**src/rtl/print_seq_ctrl.sv**
```systemverilog
// Printhead sequencing controller: validates operator requests against the
// power/platform state, issues one wave per request and tracks completion.
module print_seq_ctrl #(
  parameter int unsigned      N_CH       = 4,
  parameter int unsigned      TO_W       = 20,
  parameter logic [TO_W-1:0]  TO_LIMIT   = 20'hFFFFF,
  parameter logic [TO_W-1:0]  DOWN_LIMIT = 20'h7FFFF
) (
  input  logic            clk,
  input  logic            rstn,
  input  logic            req_valid,
  input  logic [3:0]      req_op,
  input  logic [N_CH-1:0] req_mask,
  output logic            req_ready,
  output logic            wave_req,
  output logic [3:0]      wave_op,
  output logic [N_CH-1:0] wave_mask,
  input  logic [N_CH-1:0] wave_end,
  output logic            wave_abort,
  output logic [2:0]      status,
  output logic [7:0]      err_code,
  output logic            err_pulse,
  output logic [7:0]      err_cnt,
  output logic            pto_down
);

  typedef enum logic [2:0] {
    S_IDLE     = 3'd0,
    S_READY    = 3'd1,
    S_PLATFORM = 3'd2,
    S_ISSUE    = 3'd3,
    S_WAIT     = 3'd4
  } state_e;

  typedef enum logic [3:0] {
    OP_PWRON  = 4'd0,
    OP_PWROFF = 4'd1,
    OP_FILL0  = 4'd2,
    OP_FILL1  = 4'd3,
    OP_UP     = 4'd4,
    OP_PRINT  = 4'd5,
    OP_DOWN   = 4'd6,
    OP_SHK_BF = 4'd7,
    OP_SHK_BT = 4'd8,
    OP_SHK_UP = 4'd9,
    OP_SHK_DN = 4'd10
  } op_e;

  localparam logic [TO_W-1:0] TO_LAST   = TO_LIMIT - TO_W'(1);
  localparam logic [TO_W-1:0] DOWN_LAST = DOWN_LIMIT - TO_W'(1);

  state_e          state, state_d, tgt_q, op_tgt, ld_tgt;
  op_e             op_in;
  logic            accept, op_legal;
  logic            issue_ld, up_ld, err_ld, timeout, complete;
  logic [3:0]      ld_op;
  logic [N_CH-1:0] ld_mask, up_mask, done_acc, hit;
  logic [7:0]      err_val;
  logic [TO_W-1:0] to_cnt, idle_cnt;

  assign op_in     = op_e'(req_op);
  assign req_ready = (state == S_IDLE) || (state == S_READY) || (state == S_PLATFORM);
  assign accept    = req_valid && req_ready;
  assign wave_req  = (state == S_ISSUE);
  assign status    = state;
  assign hit       = wave_end & wave_mask;

  // Legal transition table: which opcodes each resting state accepts.
  always_comb begin
    op_legal = 1'b0;
    op_tgt   = S_IDLE;
    case (state)
      S_IDLE: begin
        if (op_in == OP_PWRON) begin
          op_legal = 1'b1;
          op_tgt   = S_READY;
        end
      end
      S_READY: begin
        case (op_in)
          OP_PWROFF:                     begin op_legal = 1'b1; op_tgt = S_IDLE;     end
          OP_FILL0, OP_FILL1, OP_SHK_BT: begin op_legal = 1'b1; op_tgt = S_READY;    end
          OP_UP, OP_SHK_UP:              begin op_legal = 1'b1; op_tgt = S_PLATFORM; end
          default: ;
        endcase
      end
      S_PLATFORM: begin
        case (op_in)
          OP_PRINT:                      begin op_legal = 1'b1; op_tgt = S_PLATFORM; end
          OP_DOWN, OP_SHK_BF, OP_SHK_DN: begin op_legal = 1'b1; op_tgt = S_READY;    end
          default: ;
        endcase
      end
      default: ;
    endcase
  end

  always_ff @(posedge clk or negedge rstn) begin
    if (!rstn) state <= S_IDLE;
    else       state <= state_d;
  end

  always_comb begin
    state_d  = state;
    issue_ld = 1'b0;
    up_ld    = 1'b0;
    ld_op    = '0;
    ld_mask  = '0;
    ld_tgt   = S_IDLE;
    err_ld   = 1'b0;
    err_val  = '0;
    timeout  = 1'b0;
    complete = 1'b0;
    pto_down = 1'b0;
    case (state)
      S_IDLE, S_READY, S_PLATFORM: begin
        if (accept) begin
          if (!op_legal) begin
            err_ld  = 1'b1;
            err_val = {4'h0, req_op} + 8'd1;
          end else if (req_mask == '0) begin
            err_ld  = 1'b1;
            err_val = 8'h20;
          end else begin
            issue_ld = 1'b1;
            ld_op    = req_op;
            ld_mask  = req_mask;
            ld_tgt   = op_tgt;
            up_ld    = (op_in == OP_UP) || (op_in == OP_SHK_UP);
            state_d  = S_ISSUE;
          end
        end else if (state == S_PLATFORM && DOWN_LIMIT != '0 && idle_cnt == DOWN_LAST) begin
          // Auto-down only when no external request is accepted this cycle.
          pto_down = 1'b1;
          issue_ld = 1'b1;
          ld_op    = OP_DOWN;
          ld_mask  = up_mask;
          ld_tgt   = S_READY;
          state_d  = S_ISSUE;
        end
      end
      S_ISSUE: state_d = S_WAIT;
      S_WAIT: begin
        if ((done_acc | hit) == wave_mask) begin
          complete = 1'b1;
          state_d  = tgt_q;
        end else if (to_cnt == TO_LAST) begin
          timeout = 1'b1;
          err_ld  = 1'b1;
          err_val = 8'h30;
          state_d = S_IDLE;
        end
      end
      default: state_d = S_IDLE;
    endcase
  end

  always_ff @(posedge clk or negedge rstn) begin
    if (!rstn) begin
      wave_op    <= '0;
      wave_mask  <= '0;
      tgt_q      <= S_IDLE;
      up_mask    <= '0;
      done_acc   <= '0;
      to_cnt     <= '0;
      idle_cnt   <= '0;
      err_code   <= '0;
      err_cnt    <= '0;
      err_pulse  <= 1'b0;
      wave_abort <= 1'b0;
    end else begin
      if (issue_ld) begin
        wave_op   <= ld_op;
        wave_mask <= ld_mask;
        tgt_q     <= ld_tgt;
      end
      if (up_ld) up_mask <= req_mask;

      if (state == S_WAIT && !complete && !timeout) done_acc <= done_acc | hit;
      else                                          done_acc <= '0;

      if (state == S_WAIT) to_cnt <= to_cnt + TO_W'(1);
      else                 to_cnt <= '0;

      if (state == S_PLATFORM && state_d == S_PLATFORM && !accept) idle_cnt <= idle_cnt + TO_W'(1);
      else                                                         idle_cnt <= '0;

      err_pulse  <= err_ld;
      wave_abort <= timeout;
      if (err_ld) begin
        err_code <= err_val;
        if (err_cnt != 8'hFF) err_cnt <= err_cnt + 8'd1;
      end
    end
  end

endmodule

```
**config.mk**
```make
export PLATFORM = sky130hd
export DESIGN_NAME = print_seq_ctrl
export DESIGN_NICKNAME = d
export VERILOG_FILES = /design/src/rtl/print_seq_ctrl.sv
export SDC_FILE = /design/constraint.sdc
export NUM_CORES = 1
export LEC_CHECK = 0
export ABC_AREA = 0
export CORE_MARGIN = 2
export CORE_UTILIZATION = 50
export DETAILED_ROUTE_END_ITERATION = 8
export PLACE_DENSITY = 0.76
export SLEW_MARGIN = 20
export SYNTH_ARGS = -nofsm -noshare
export SYNTH_HDL_FRONTEND = slang
export SYNTH_SLANG_ARGS = --single-unit
```
**constraint.sdc**
```tcl
create_clock -name clk -period 3.15 [get_ports clk]
set_clock_uncertainty 0.05 [all_clocks]
set_input_delay 0.4725 -clock clk [delete_from_list [all_inputs] [get_ports clk]]
set_output_delay 0.4725 -clock clk [all_outputs]
set_load 0.02 [all_outputs]
```
==> flow_summary.yaml <==
cts:
  cts_setup_buffers: 0
  hold_buffers: 0
  cts_tree: "built"
  clock-sinks: 77
  numCtsBuffers: 9
  clk_pin_slew_ns: 0.07
  root_buffer: "clkbuf_8"
  clock_latency_ns: 0.35
  clockBufferDepth: 2
  ctsHtreeMaxLevel: 3
placed_design:
  hpwl_microns: 5474
  place_congestion: 0.8177
  placed_area_sq_um: 4436
  portBuffers: 44
  place_ws_ns: 0.02903
  dp.cells: 520
drt:
  num_vias: 2855
  drc: 0
  drtPass1Iterations: 4
  drtIter0Drc: 143
  ant_nets: 0
  routed_via_density: 5.346
  routed_wl_microns: 7517
  wl_per_cell_microns: 14.08
synth:
  yosys_register_bits: 77
  synthesis.area_sq_um: 3837
  avgSynthCellArea_sq_um: 10.29
  yosysWarnings: 0
  synth.area.top_cells: "dfrtp_1 (50%), xor2_1 (6.6%), nor2_1 (4.8%)"
  async_reset_ff_share_pct: 100.0
  yosysTopAreaCell: "dfrtp_1"
  synth_edf_count: 0
  ys_seq_area_share_pct: 50.21
  yosys.cell_types.count: 57
  syn_inst: 373
  synthFlopType: "dfrtp_1"
  synth_top_area_share_pct: 50.21
floorplan:
  io_pins: 47
  std_cell_rows: 31
  die-area_sq_um: 8391
  dieWidth_microns: 91.61
  start_util_pct: 52.35
  coreArea_sq_um: 7331
  die_y_microns: 91.61
worst_setup_path:
  crit_required_ns: 2.63
  path_max_fanout: 4
  critPathLaunchType: "register"
  critPathCaptureType: "output pin"
  cp.arrival_ns: 2.41
  crit_type: "reg -> out"
  r2r_cells: 8
sta:
  fin_ws_ns: 0.2216
  finalMaxSlewViolations: 0
  setup_viol: 0
  max_freq_ghz: 0.3415
  finalSetupTns_ns: 0
  final-hold-violation-count: 0
  worstMarginPinSlew_ns: 0.9309
  rsz0062_at_grt: "false"
  min_period_over_period_pct: 92.96
  layout_min_cycle_time_ns: 2.928
  max_slew_margin_pct: 37.94
power:
  power_frac_seq_pct: 43.4
  intPower_mw: 2.060
  p_sw_share_pct: 33.87
  clkPwrFrac_pct: 22.7
  p_leak_nw: 2.036
  p_sw_mw: 1.055
  cellPowerDensity_nw_per_um2: 675.2
  p_comb_share_pct: 33.8
  ir_drop_v: 0.0002884
grt:
  grt_max_degree: 78
  grt.overflow.total: 0
  antenna_found_initial: 0
  grt_pass1_vias: 2682
  grtUsageTotal_pct: 18.71
  grt_first_pass_wirelength_microns: 12350
layout:
  nets: 457
  fill_cells: 593
  final_util_pct: 62.95
  final_area_sq_um: 4614
  layout.cells.non_filler: 534
  area_growth_syn_to_layout_pct: 20.25
  layout-drive-gt1-share_pct: 10.57
  antenna_cells: 0
status:
  status: "finished, final reports clean"
run:
  cap_violations: 0
min_path:
  hold_class: "in -> async"
power by group through the flow:
stage,logic (mW),clock network [mW],registers (mW)
finish,1.05,0.708,1.35
global route,1.14,0.766,1.38
CTS,1.06,0.729,1.35
detailed placement,1.06,0,1.37
global placement,1.05,0,1.37
floorplan,0.445,0,1.50
routing by layer:
layer / up-vias / GRT usage, % / wire length [microns]
met5: - / 0 / 0
met4: 0 / 8.712 / 155
met3: 12 / 2.822 / 284
met2: 49 / 29.96 / 3532
met1: 1372 / 25.04 / 3545
li1: 1422 / - / -
registers in the layout (all words and copies together) (netlist names):
| register | cells |
|---|---|
| up_mask | 4 |
| err_code | 6 |
| idle_cnt | 20 |
| to_cnt | 20 |
| wave_op | 4 |
| done_acc | 4 |
| err_cnt | 8 |
| status | 3 |
| wave_mask | 4 |
| tgt_q | 2 |
| wave_abort | 1 |
| err_pulse | 1 |
final timing paths:
check                                   startpoint  slack, ns                 endpoint
max in group asynchronous                     rstn       2.24     to_cnt[18]$_DFF_PN0_
setup reg to reg               status[1]$_DFF_PN0_       0.71   err_cnt[1]$_DFFE_PN0P_
hold / removal                                rstn       0.21      to_cnt[6]$_DFF_PN0_
min in group clk           err_code[5]$_DFFE_PN0P_       0.45  err_code[5]$_DFFE_PN0P_
hold reg to reg            err_code[5]$_DFFE_PN0P_       0.45  err_code[5]$_DFFE_PN0P_
setup / recovery            idle_cnt[11]$_DFF_PN0_       0.22                 pto_down
per-stage QoR:
| step | hold slack (ns) | power [mW] |
|---|---|---|
| 6_report | 0.2086 | 3.115 |
| 5_1_grt | 0.3121 | 3.296 |
| 4_1_cts | 0.2517 | 3.146 |
| 3_5_place_dp | 0.4344 | 2.431 |
| 3_3_place_gp | 0.4302 | 2.417 |
| 2_1_floorplan | 0.1269 | 1.949 |
cell usage in the layout (no fill, tap or decap), types with 2 or more instances in the layout:
cell type / count
a21o_1: 5
a21oi_1: 16
a22o_1: 4
a31oi_1: 4
a41oi_1: 2
and2_1: 3
and3_1: 6
and4_1: 9
buf_4: 16
clkbuf_1: 2
clkbuf_8: 10
clkdlybuf4s50_1: 42
conb_1: 2
dfrtp_1: 77
ha_1: 10
inv_1: 10
mux2_2: 5
mux2i_1: 4
nand2_1: 26
nand2b_1: 6
nand3_1: 20
nand4_1: 9
nor2_1: 49
nor2b_1: 5
nor3_1: 5
nor3b_1: 3
o21ai_0: 9
o2bb2ai_1: 4
o32ai_1: 3
or3_1: 4
xnor2_1: 8
xor2_1: 29
worst max-delay path, stage by stage (launching register included):
cell	delay (ns)
dfrtp_1	0.40
and4_4	0.26
nand4_2	0.13
or4_1	0.57
or4_4	0.48
clkinv_8	0.06
clkbuf_2	0.16
area by class of cell:
cell class | count | area, sq um | share of cell area, %
Clock buffer | 12 | 145.1 | 3.145
Clock inverter | 2 | 35.03 | 0.7592
Inverter | 12 | 57.56 | 1.247
Multi-Input combinational cell | 273 | 1780 | 38.58
Sequential cell | 77 | 1927 | 41.76
Tap cell | 99 | 123.9 | 2.684
Timing Repair Buffer | 59 | 545.5 | 11.82
synth_stat cells (4+ instances only):
cell type / count
nor3_1: 5
nor2b_1: 5
and4_1: 9
a21oi_1: 16
and3_1: 6
nand4_1: 9
a31oi_1: 4
nand2_1: 26
o2bb2ai_1: 4
nand2b_1: 6
mux2i_1: 4
ha_1: 10
nor2_1: 49
nand3_1: 20
a22o_1: 4
xnor2_1: 8
dfrtp_1: 77
xor2_1: 29
a21o_1: 5
clkbuf_1: 4
buf_4: 4
or3_1: 4
inv_1: 10
mux2_2: 5
o21ai_0: 9
logic make-up after synthesis:
group	Yosys count	share of synthesized area, %
and+or+nand+nor	160	22.04
xor gates and xnor gates	37	8.445
adders and majority gates	10	3.261
DFF	77	50.21
buffers and inverters	24	3.587
AOI/OAI and AO/OA	54	9.554
muxes	10	2.804
other	1	0.09772
repair_timing:
action                                 CTS  global route
setup endpoints to repair                1             1
endpoints found under the hold margin    0             0
gates resized for setup                  2             2
Power figures use the tool's default switching activity.
